[config.mk]
export PLATFORM = sky130hd
export DESIGN_NAME = operand_entry_ctrl
export DESIGN_NICKNAME = d
export VERILOG_FILES = /design/src/rtl/operand_entry_ctrl.sv
export SDC_FILE = /design/constraint.sdc
export NUM_CORES = 1
export LEC_CHECK = 0
export ABC_CLOCK_PERIOD_IN_PS = 4500
export CAP_MARGIN = 5
export CORE_MARGIN = 2
export CORE_UTILIZATION = 65
export CTS_BUF_LIST = sky130_fd_sc_hd__clkbuf_8
export CTS_CLUSTER_SIZE = 20
export DETAILED_ROUTE_END_ITERATION = 10
export DONT_BUFFER_PORTS = 1
export GPL_TIMING_DRIVEN = 0
export PLACE_DENSITY = 0.81
export SETUP_SLACK_MARGIN = 0.5
export SKIP_LAST_GASP = 1
export SLEW_MARGIN = 20
export SYNTH_ARGS = -nofsm -noshare
export SYNTH_HDL_FRONTEND = slang
export SYNTH_SLANG_ARGS = --single-unit
[constraint.sdc]
create_clock -name clk -period 4.5 [get_ports clk]
set_clock_uncertainty 0.2 [all_clocks]
set_input_delay 0.675 -clock clk [delete_from_list [all_inputs] [get_ports clk]]
set_output_delay 0.675 -clock clk [all_outputs]
set_load 0.02 [all_outputs]
[src/rtl/operand_entry_ctrl.sv]
// Front-panel operand entry controller for the signed 8-bit adder.
// Button edge detection, A/B entry with saturating inc/dec and auto-repeat,
// negate, calc sequencing and latching of the adder result for display.
module operand_entry_ctrl #(
  parameter int unsigned HOLD_CYC = 25000000,
  parameter int unsigned RPT_CYC  = 5000000,
  parameter int unsigned ADD_LAT  = 1
) (
  input  logic       clk,
  input  logic       rst,
  input  logic [3:0] btn,
  input  logic [7:0] sum_in,
  input  logic       ovf_in,
  output logic [7:0] op_a,
  output logic [7:0] op_b,
  output logic       sel_b,
  output logic       calc,
  output logic       res_valid,
  output logic [7:0] result,
  output logic       ovf_flag,
  output logic [1:0] state
);

  localparam int unsigned CNT_MAX = (HOLD_CYC > RPT_CYC) ? HOLD_CYC : RPT_CYC;
  localparam int unsigned CNT_W   = $clog2(CNT_MAX + 1);
  localparam int unsigned LAT_W   = (ADD_LAT > 1) ? $clog2(ADD_LAT) : 1;

  typedef enum logic [1:0] {
    EDIT_A   = 2'd0,
    EDIT_B   = 2'd1,
    WAIT_ADD = 2'd2,
    SHOW     = 2'd3
  } state_e;

  state_e           state_q, state_d;
  logic [3:0]       prev_q;
  logic [CNT_W-1:0] cnt_q, cnt_d;
  logic             phase_q, phase_d;
  logic [LAT_W-1:0] lat_q, lat_d;
  logic [7:0]       op_a_q, op_a_d;
  logic [7:0]       op_b_q, op_b_d;
  logic             sel_b_q, sel_b_d;
  logic             calc_q, calc_d;
  logic             res_valid_q, res_valid_d;
  logic [7:0]       result_q, result_d;
  logic             ovf_q, ovf_d;

  logic [3:0] rise;
  logic       editing;
  logic       lat_done;

  assign rise     = btn & ~prev_q;
  assign editing  = (state_q == EDIT_A) || (state_q == EDIT_B);
  assign lat_done = (lat_q == LAT_W'(ADD_LAT - 1));

  // State and datapath registers, synchronous active-low reset
  always_ff @(posedge clk) begin
    if (!rst) begin
      state_q     <= EDIT_A;
      prev_q      <= 4'b1111;
      cnt_q       <= '0;
      phase_q     <= 1'b0;
      lat_q       <= '0;
      op_a_q      <= 8'h00;
      op_b_q      <= 8'h00;
      sel_b_q     <= 1'b0;
      calc_q      <= 1'b0;
      res_valid_q <= 1'b0;
      result_q    <= 8'h00;
      ovf_q       <= 1'b0;
    end else begin
      state_q     <= state_d;
      prev_q      <= btn;
      cnt_q       <= cnt_d;
      phase_q     <= phase_d;
      lat_q       <= lat_d;
      op_a_q      <= op_a_d;
      op_b_q      <= op_b_d;
      sel_b_q     <= sel_b_d;
      calc_q      <= calc_d;
      res_valid_q <= res_valid_d;
      result_q    <= result_d;
      ovf_q       <= ovf_d;
    end
  end

  // Next-state: confirm advances the entry sequence, latency counter ends WAIT_ADD
  always_comb begin
    state_d = state_q;
    unique case (state_q)
      EDIT_A:   if (rise[0]) state_d = EDIT_B;
      EDIT_B:   if (rise[0]) state_d = WAIT_ADD;
      WAIT_ADD: if (lat_done) state_d = SHOW;
      SHOW:     if (rise[0]) state_d = EDIT_A;
      default:  state_d = EDIT_A;
    endcase
  end

  // Outputs: operand editing, auto-repeat timing, calc pulse and result capture
  always_comb begin
    logic       inc_alone;
    logic       dec_alone;
    logic       rpt_fire;
    logic       inc_ev;
    logic       dec_ev;
    logic [7:0] cur;
    logic [7:0] nxt;

    cnt_d       = '0;
    phase_d     = 1'b0;
    lat_d       = '0;
    op_a_d      = op_a_q;
    op_b_d      = op_b_q;
    sel_b_d     = (state_d == EDIT_B);
    calc_d      = (state_q == EDIT_B) && rise[0];
    res_valid_d = (state_d == SHOW);
    result_d    = result_q;
    ovf_d       = ovf_q;
    rpt_fire    = 1'b0;
    inc_alone   = btn[1] & ~btn[2];
    dec_alone   = btn[2] & ~btn[1];

    // Repeat counter only runs while one of inc/dec is held alone after its rise;
    // phase 0 waits HOLD_CYC from the rise, phase 1 steps every RPT_CYC.
    if (editing && !rise[0] && (inc_alone || dec_alone)) begin
      if ((inc_alone && rise[1]) || (dec_alone && rise[2])) begin
        cnt_d = CNT_W'(1);
      end else if (cnt_q != '0) begin
        if ((!phase_q && cnt_q == CNT_W'(HOLD_CYC)) ||
            (phase_q && cnt_q == CNT_W'(RPT_CYC))) begin
          rpt_fire = 1'b1;
          cnt_d    = CNT_W'(1);
          phase_d  = 1'b1;
        end else begin
          cnt_d   = cnt_q + CNT_W'(1);
          phase_d = phase_q;
        end
      end
    end

    inc_ev = rise[1] | (rpt_fire & btn[1]);
    dec_ev = rise[2] | (rpt_fire & btn[2]);

    // One edit action per cycle: confirm > negate > inc/dec
    cur = (state_q == EDIT_B) ? op_b_q : op_a_q;
    nxt = cur;
    if (rise[0]) begin
      nxt = cur;
    end else if (rise[3]) begin
      nxt = (cur == 8'h80) ? 8'h7F : 8'(~cur + 8'd1);
    end else if (inc_ev && !dec_ev) begin
      nxt = (cur == 8'h7F) ? cur : 8'(cur + 8'd1);
    end else if (dec_ev && !inc_ev) begin
      nxt = (cur == 8'h80) ? cur : 8'(cur - 8'd1);
    end

    if (state_q == EDIT_A) op_a_d = nxt;
    if (state_q == EDIT_B) op_b_d = nxt;

    if (state_q == WAIT_ADD) begin
      if (lat_done) begin
        result_d = sum_in;
        ovf_d    = ovf_in;
      end else begin
        lat_d = lat_q + LAT_W'(1);
      end
    end
  end

  assign op_a      = op_a_q;
  assign op_b      = op_b_q;
  assign sel_b     = sel_b_q;
  assign calc      = calc_q;
  assign res_valid = res_valid_q;
  assign result    = result_q;
  assign ovf_flag  = ovf_q;
  assign state     = state_q;

endmodule
; ---- Word level (Yosys, flattened, before mapping)
; Cells that the tools add are included.
[op_classes]
addsub = 5
n_eq_ne = 9
muxes = 20
bitwise_logic = 15
n_reduce_logical = 24
[op_table]
columns = operator, n
row1 = 2-to-1 mux 8 bit, 8
row2 = "adder 25 x 1 -> 25 bit, second input constant", 1
row3 = "== test 25 x 23 -> 1 bit, second input constant", 1
row4 = "== test 25 bit, second input constant", 1
row5 = nonzero test 25 bit, 1
row6 = "adder 8 x 1 -> 8 bit, second input constant", 2
row7 = logical AND 1 bit, 9
row8 = "== test 8 x 7 -> 1 bit, second input constant", 1
row9 = "== test 8 bit, second input constant", 1
row10 = 2-to-1 mux 2 bit, 4
row11 = inverter 8 bit, 1
row12 = case mux 2 bit (4 select lines), 1
row13 = "subtractor 8 x 1 -> 8 bit, second input constant", 1
row14 = 2-to-1 mux 1 bit, 7
row15 = "== test 2 bit, second input constant", 3
row16 = inverter 1 bit, 6
row17 = OR reduction 5 bit, 1
row18 = bitwise AND 1 bit, 4
row19 = bitwise AND 4 bit, 1
row20 = "== test 2 x 1 -> 1 bit, second input constant", 2
row21 = zero test 1 bit, 4
row22 = logical OR 1 bit, 4
row23 = inverter 4 bit, 1
row24 = AND reduction 2 bit, 2
row25 = other kinds (5), 6
[totals]
reg_bits = 61
input_bits = 15
wordCells = 86

; ---- Longest topological paths before layout
; Gate-level depths: netlist (run 1).
[logic_depth]
word_depth = 15
depth_mapped = 14

; ---- Worst setup path before layout (run 1)
; No wires, ideal clock.
[synth_path]
path_type = reg2reg
startpoint = register state_q[1] (netlist: state[1])
endpoint = register op_a_q[0] (netlist: op_a[0])
arrival_time_ns = 3.162
t_required_ns = 4.230
setup_slack_ns = 1.068
stages_incl_launch_ff = 14
n_path_buf = 2
period_less_slack_ns = 3.432
cell_sequence = dfxtp_1 -> clkbuf_1 -> nand2b_1 -> clkbuf_1 -> mux2i_1 -> ha_1 -> and4_1 -> and2_1 -> inv_1 -> ha_1 -> nand3_1 -> o21ai_0 -> o31a_1 -> a21oi_1
[synth_via]
elab_chain_len = 13
word_cells_on_any_way = 28
classes_between = 3 x add/sub / 3 x eq/ne / 9 x mux / 5 x bitwise / 8 x reduce/logical
[synth_lines]
columns = element, line_no
row1 = "start, declared", 35  ; state_e state_q, state_d;
row2 = "start signal, assigned", 72  ; state_q <= state_d;
row3 = "parallel branches: the longest is 13 deep, another holds subtractor 8 x 1 -> 8 bit", -
row4 = "end signal, assigned", 77  ; op_a_q <= op_a_d;
row5 = "end, declared", 40  ; logic [7:0] op_a_q, op_a_d;
; Parallel ways; which one is timed is not known.
; A chain may end at the register's enable or synchronous reset.

; ---- Final worst setup path (run 1)
[layout_path]
startpoint = register cnt_q[8]
endpoint = register op_a_q[4] (netlist: op_a[4])
[layout_via]
elab_chain_len = 15
word_cells_on_any_way = 22
classes_between = 2 x eq/ne / 8 x mux / 4 x bitwise / 8 x reduce/logical
[layout_lines]
columns = element, line_no
row1 = "start, declared", 37  ; logic [CNT_W-1:0] cnt_q, cnt_d;
row2 = "start signal, assigned", 74  ; cnt_q <= cnt_d;
row3 = == test 25 bit or == test 25 x 23 -> 1 bit (tied branches), "129, 130"
row4 = logical AND 1 bit (on tied branches), "129, 130"
row5 = logical OR 1 bit, 129  ; if ((!phase_q && cnt_q == CNT_W'(HOLD_CYC)) ||
row6 = 2-to-1 mux 1 bit, 129
row7 = 2-to-1 mux 1 bit (*), 128  ; end else if (cnt_q != '0) begin
row8 = 2-to-1 mux 1 bit (*), 126  ; if ((inc_alone && rise[1]) || (dec_alone && rise[2])) begin
row9 = 2-to-1 mux 1 bit (*), 125  ; if (editing && !rise[0] && (inc_alone || dec_alone)) begin
row10 = bitwise AND 1 bit, 141  ; inc_ev = rise[1] | (rpt_fire & btn[1]);
row11 = bitwise OR 1 bit, 141
row12 = zero test 1 bit, 153  ; end else if (dec_ev && !inc_ev) begin
row13 = logical AND 1 bit, 153
row14 = 2-to-1 mux 8 bit, 153
row15 = 2-to-1 mux 8 bit (*), 151  ; end else if (inc_ev && !dec_ev) begin
row16 = 2-to-1 mux 8 bit (*), 149  ; end else if (rise[3]) begin
row17 = 2-to-1 mux 8 bit (*), 147  ; if (rise[0]) begin
; Every way passes the cells marked *; elsewhere a longest branch is shown, timed or not.

==> results_dict.tcl, run 1 <==
set metrics [dict create \
    startpoint_type "flop" \
    cpPeakStageDelay_ns 0.58 \
    start_util_pct 67.0 \
    cts_tree "yes" \
    rsz0062_at_grt "yes" \
    synth_compound_area_share_pct 15.3 \
    endpoint_kind "flop" \
    clk_pin_slew_ns 0.07 \
    die_h_um 76.6 \
    ant_nets 0 \
    setup_viol 0 \
    port_buffers 0 \
    clock-sinks 61 \
    min_period_ns 3.87 \
    synthCells 423 \
    drt_wl_total_um 8670 \
    drt_iter0_drc 332 \
    clock_path_buffers 2 \
    slew_viol_final 0 \
    worst_slew_pin_slew_ns 0.857 \
    num_rows 26 \
    fin_nets 457 \
    slowest_stage "a2111o_1" \
    drive_above_1_share_pct 6.61 \
    max-cap-violations 0 \
    async_reset_ff_share_pct 0 \
    cp_data_required_time_ns 4.48 \
    routabilityCongestion 0.921 \
    p_leak_nw 1.36 \
    period_share_pct 86.1 \
    hold_viol_final 0 \
    tritoncts.num_buffers 9 \
    power_frac_comb_pct 18.4 \
    hp-class "input port to flop" \
    setup_slack_ns 0.628 \
    synthToLayoutAreaGrowth_pct 10.2 \
    grt-ovfl-total 0 \
    die_w_um 76.6 \
    post-route-drc-count 0 \
    final_cell_mix "63 x nand2_1, 61 x dfxtp_1, 42 x nor2_1" \
    synth_xor_area_share_pct 6.14 \
    synth_mux_area_share_pct 6.47 \
    yosysWarnings 0 \
    grt_pass1_vias 3048 \
    crit_chain "or4b_1 > or4_1 > a2111o_1 > o41ai_2 > nand2b_1 > a2bb2oi_1 > a211oi_1 > o32ai_1" \
    diodes 0 \
    clock_power_share_pct 39.0 \
    cellInternalPower_mw 1.00 \
    cts_max_level 3 \
    num_vias 3279 \
    arrival_ns 3.85 \
    syn_avg_cell_area_um2 8.09 \
    place_ws_ns 0.150 \
    grt_start_max_net_pins 11 \
    synth_ff_type "dfxtp_1" \
    vias_per_cell 6.44 \
    status "complete, no violations" \
    synth_edf_count 0 \
    synthAdderAreaFrac_pct 2.56 \
    ys_seq_area_share_pct 35.7 \
    yosys.area_share.simple_pct 30.9 \
    worst-path-max-fanout 8 \
    syn_nets 445 \
    clk_latency_ns 0.35 \
    pin_count 45 \
    synth_area_um2 3420 \
    switching_share_pct 29.5 \
    fin_util_pct 73.8 \
    grt_pass1_wl_um 14600 \
    p_seq_share_pct 42.6 \
    synth-seq-cells 61 \
    cts-root-buf "clkbuf_8" \
    dieArea_um2 5860 \
    path_class "flop to flop" \
    finalPower_mw 1.42 \
    fmax_mhz 258 \
    drt_first_pass_iters 6 \
    antenna_found_initial 0 \
    slew_headroom_pct 42.4 \
    switching_power_mw 0.419 \
    tns_ns 0 \
    layout_commonest_cell "nand2_1" \
    vdd_drop_max_v 0.000312 \
    grtUsageTotal_pct 31.0 \
    hold_ws_ns 0.225 \
    dp_hpwl_um 6080 \
    avgRoutedWirePerCell_um 17.0 \
    core_area_um2 5110 \
    synth_top_family_by_area "simple AND/OR/NAND/NOR gates" \
    synth.distinct_cells 58 \
    p_per_area_nw_per_um2 376 \
]
registers in the layout, indices dropped and copies added, names as in the netlist, 2 cells and up:
register / flops
op_a: 8
state: 2
result: 8
op_b: 8
prev_q: 4
cnt_q: 25
path summary, 6_finish.rpt:
kind | startpoint | to | slack, ns | cells after the start
worst max register to register | cnt_q[8] | op_a[4] | 0.63 | 8
worst min register to register | cnt_q[24] | cnt_q[24] | 0.33 | 2
worst max-delay path | cnt_q[8] | op_a[4] | 0.63 | 8
worst min-delay path | btn[3] | prev_q[3] | 0.23 | 1
cell type report:
class,count,area [um2]
Buffer,16,62.6
Clock buffer,11,151
Clock inverter,4,72.6
Fill cell,397,1340
Inverter,10,37.5
Multi-Input combinational cell,336,2130
Sequential cell,61,1220
Tap cell,70,87.6
Timing Repair Buffer,1,7.51
routing by layer:
metal  global-route usage [%]  vias up  share of wire [%]
met1                     42.6     1538                 43
li1                         -     1535                  -
met2                     45.4      182                 44
met3                     9.00       24                 11
met5                        0        -                  0
met4                     13.3        0                2.2
power by group through the flow:
stage                     Clock (mW)  Sequential, mW  Combinational, mW
after global routing           0.583           0.608              0.284
final                          0.553           0.605              0.261
after floorplan                    0           0.607              0.193
after global placement             0           0.613              0.237
after detailed placement           0           0.613              0.241
after CTS                      0.557           0.603              0.246
through the flow:
| stage | cells | cell area, um2 |
|---|---|---|
| after detailed placement | 493 | 3510 |
| final | 509 | 3770 |
| after global routing | 509 | 3770 |
| after CTS | 508 | 3740 |
| after global placement | 493 | 3510 |
| after floorplan | 423 | 3420 |
critical path, delay by kind of cell, from the launching register on:
kind             cells  cell delay, ns
AND/OR/NAND/NOR      3            1.23
AO/OA/AOI/OAI        5            1.90
flip-flops           1            0.36
repair_timing:
action,4_1_cts,5_1_grt
hold buffers,0,0
setup endpoints to repair,12,12
setup buffers,0,1
resized for setup,3,5
kinds of logic (layout without fill, tap and decap cells):
kind of cell	Yosys count	after routing
and+or+nand+nor	211	211
AOI/OAI and AO/OA	71	71
DFF	61	61
buffers and inverters	26	42
xor gates and xnor gates	24	24
muxes	22	22
adders and majority gates	7	7
other	1	1
cell usage after synthesis (8+ instances only):
cell | number | share of area (%)
clkbuf_1 | 15 | 1.6
nand2_1 | 63 | 6.9
xor2_1 | 12 | 3.1
nor3_1 | 17 | 2.5
xnor2_1 | 12 | 3.1
o21ai_0 | 12 | 1.8
nor2b_1 | 17 | 3.1
mux2i_1 | 21 | 6.1
nand2b_1 | 10 | 1.8
nand4_1 | 8 | 1.5
nand3_1 | 17 | 2.5
a21oi_1 | 16 | 2.3
inv_1 | 10 | 1.1
dfxtp_1 | 61 | 36
nor2_1 | 42 | 4.6
Note: power is estimated with default switching activity, not from simulation.
==> run 2: changes to the inputs <==
--- a/config.mk
+++ b/config.mk
@@ -5,16 +5,18 @@
 export SDC_FILE = /design/constraint.sdc
 export NUM_CORES = 1
 export LEC_CHECK = 0
-export ABC_CLOCK_PERIOD_IN_PS = 4500
+export ABC_CLOCK_PERIOD_IN_PS = 4400
 export CAP_MARGIN = 5
+export CELL_PAD_IN_SITES_DETAIL_PLACEMENT = 1
+export CELL_PAD_IN_SITES_GLOBAL_PLACEMENT = 1
 export CORE_MARGIN = 2
-export CORE_UTILIZATION = 65
+export CORE_UTILIZATION = 49
 export CTS_BUF_LIST = sky130_fd_sc_hd__clkbuf_8
 export CTS_CLUSTER_SIZE = 20
 export DETAILED_ROUTE_END_ITERATION = 10
 export DONT_BUFFER_PORTS = 1
 export GPL_TIMING_DRIVEN = 0
-export PLACE_DENSITY = 0.81
+export PLACE_DENSITY_LB_ADDON = 0.1
 export SETUP_SLACK_MARGIN = 0.5
 export SKIP_LAST_GASP = 1
 export SLEW_MARGIN = 20
==> constraint.sdc (replaced) <==
create_clock -name clk -period 4.4 [get_ports clk]
set_clock_uncertainty 0.2 [all_clocks]
set_input_delay 0.66 -clock clk [delete_from_list [all_inputs] [get_ports clk]]
set_output_delay 0.66 -clock clk [all_outputs]
set_load 0.02 [all_outputs]
==> run 2 against run 1 <==
Against the previous run: combinational power grew 9.2%; first-iteration DRC count decreased by 29%; global-route usage shrank 4.2 points.
==> results_dict.tcl, run 2 (synthesis results as in run 1) <==
set metrics [dict create \
    status "complete, no violations" \
    synthToLayoutAreaGrowth_pct 11.8 \
    cts-root-buf "clkbuf_8" \
    worst-path-buf-inv 2 \
    endpoint_kind "flop" \
    drive_above_1_share_pct 8.97 \
    grt-ovfl-total 0 \
    p_per_area_nw_per_um2 354 \
    die_w_um 87.6 \
    slew_viol_final 0 \
    vdd_drop_max_v 0.000270 \
    path_class "flop to flop" \
    grtUsageTotal_pct 26.8 \
    cp_data_required_time_ns 4.39 \
    port_buffers 0 \
    final_area_um2 3830 \
    tns_ns 0 \
    ant_nets 0 \
    worst-path-max-fanout 8 \
    drt_iter0_drc 235 \
    grt_start_max_net_pins 13 \
    dp_cells 519 \
    fin_nets 463 \
    drt_first_pass_iters 4 \
    vias_per_cell 5.91 \
    cp_common_cell "buf_4" \
    drt_wl_total_um 9950 \
    clock_path_buffers 2 \
    setup_viol 0 \
    start_util_pct 50.4 \
    top_register "cnt_q" \
    largest_reg_flops 25 \
    rsz0062_at_grt "no" \
    cts_max_level 3 \
    clk_latency_ns 0.35 \
    p_leak_nw 1.37 \
    die_h_um 87.6 \
    num_rows 30 \
    hold_viol_final 0 \
    period_share_pct 84.9 \
    placed_area_um2 3540 \
    num_vias 3202 \
    cts_tree "yes" \
    dp_hpwl_um 7280 \
    avgRoutedWirePerCell_um 18.3 \
    worst_slew_pin_slew_ns 0.757 \
    max-cap-violations 0 \
    layout_commonest_cell "nand2_1" \
    hold_ws_ns 0.216 \
    startpoint_type "flop" \
    worst_r2r_endpoint "op_a[5]" \
    clock-sinks 61 \
    arrival_ns 3.73 \
    slowest_stage "or4b_1" \
    hp-class "input port to flop" \
    fmax_mhz 268 \
    pin_count 45 \
    tritoncts.num_buffers 9 \
    slew_headroom_pct 49.3 \
    routabilityCongestion 0.977 \
    fin_util_pct 56.3 \
    dieArea_um2 7670 \
    whs_path_depth 1 \
    crit_chain "or4b_1 > or4_1 > a2111o_2 > o41ai_4 > buf_4 > nor3_4 > buf_4 > a2111o_1 > nand3_1 > o22ai_1" \
    antenna_found_initial 0 \
    worst_hold_startpoint "btn[0]" \
    clk_pin_slew_ns 0.08 \
    grt_pass1_wl_um 16000 \
    min_to "prev_q[0]" \
    diodes 0 \
    core_area_um2 6790 \
    final_cell_mix "63 x nand2_1, 61 x dfxtp_1, 42 x nor2_1" \
    r2r-start "cnt_q[8]" \
    min_period_ns 3.74 \
    cpPeakStageDelay_ns 0.57 \
    ff2ff_setup_slack_ns 0.66 \
    reg2reg_depth 10 \
    post-route-drc-count 0 \
    grt_pass1_vias 3268 \
    final_cells 542 \
    path_delay_family "compound AO/OA/AOI/OAI gates" \
]
-- run 2: changes by cell type in the layout (fill, tap and decap cells not counted), moves of 2 or more --
cell	change
clkbuf_2	-2
buf_2	+2
bufinv_16	-2
buf_4	+6
clkinvlp_4	+2
clkinv_2	+2
clkbuf_8	-2
-- run 2: per-stage QoR --
stage	power [mW]	worst slack, ns
3_5_place_dp	0.885	0.0277
5_1_grt	1.42	0.495
6_report	1.35	0.663
4_1_cts	1.34	0.545
3_3_place_gp	0.875	0.0533
2_1_floorplan	0.818	0.968
-- run 2: worst max-delay path by stage --
stage / from / endpoint / slack [ns] / cells after the start
3_3_place_gp: state[1] / op_a[0] / 0.05 / 13
3_5_place_dp: state[1] / op_b[0] / 0.03 / 13
5_1_grt: state[1] / op_a[3] / 0.50 / 11
4_1_cts: cnt_q[8] / op_a[2] / 0.55 / 8
6_report: cnt_q[8] / op_a[5] / 0.66 / 10
2_1_floorplan: state[1] / op_a[0] / 0.97 / 13
-- run 2: final cells by class --
cell class | instances | area, um2
Fill cell | 841 | 2970
Timing Repair Buffer | 7 | 52.6
Inverter | 10 | 37.5
Sequential cell | 61 | 1220
Tap cell | 96 | 120
Buffer | 16 | 62.6
Clock buffer | 9 | 124
Clock inverter | 7 | 51.3
Multi-Input combinational cell | 336 | 2160
-- run 2: where the power goes --
group	internal, mW	switching [mW]	leakage (nW)	total, mW
clock	0.206	0.244	0.0856	0.449
combinational	0.114	0.171	0.790	0.285
sequential	0.572	0.0470	0.495	0.619
total	0.891	0.462	1.37	1.35
-- run 2: layer usage --
layer / GRT usage, % / vias to the layer above / share of wire [%]
met1: 37.2 / 1561 / 47
met5: 0 / - / 0
met4: 5.87 / 0 / 0.95
li1: - / 1548 / -
met3: 8.58 / 7 / 6.5
met2: 40.8 / 86 / 46
-- run 2: timing repair --
item / 4_1_cts / 5_1_grt
pin swaps: 0 / 3
hold buffers: 0 / 0
setup buffers: 0 / 7
setup endpoints to repair: 16 / 15
resized for setup: 5 / 9
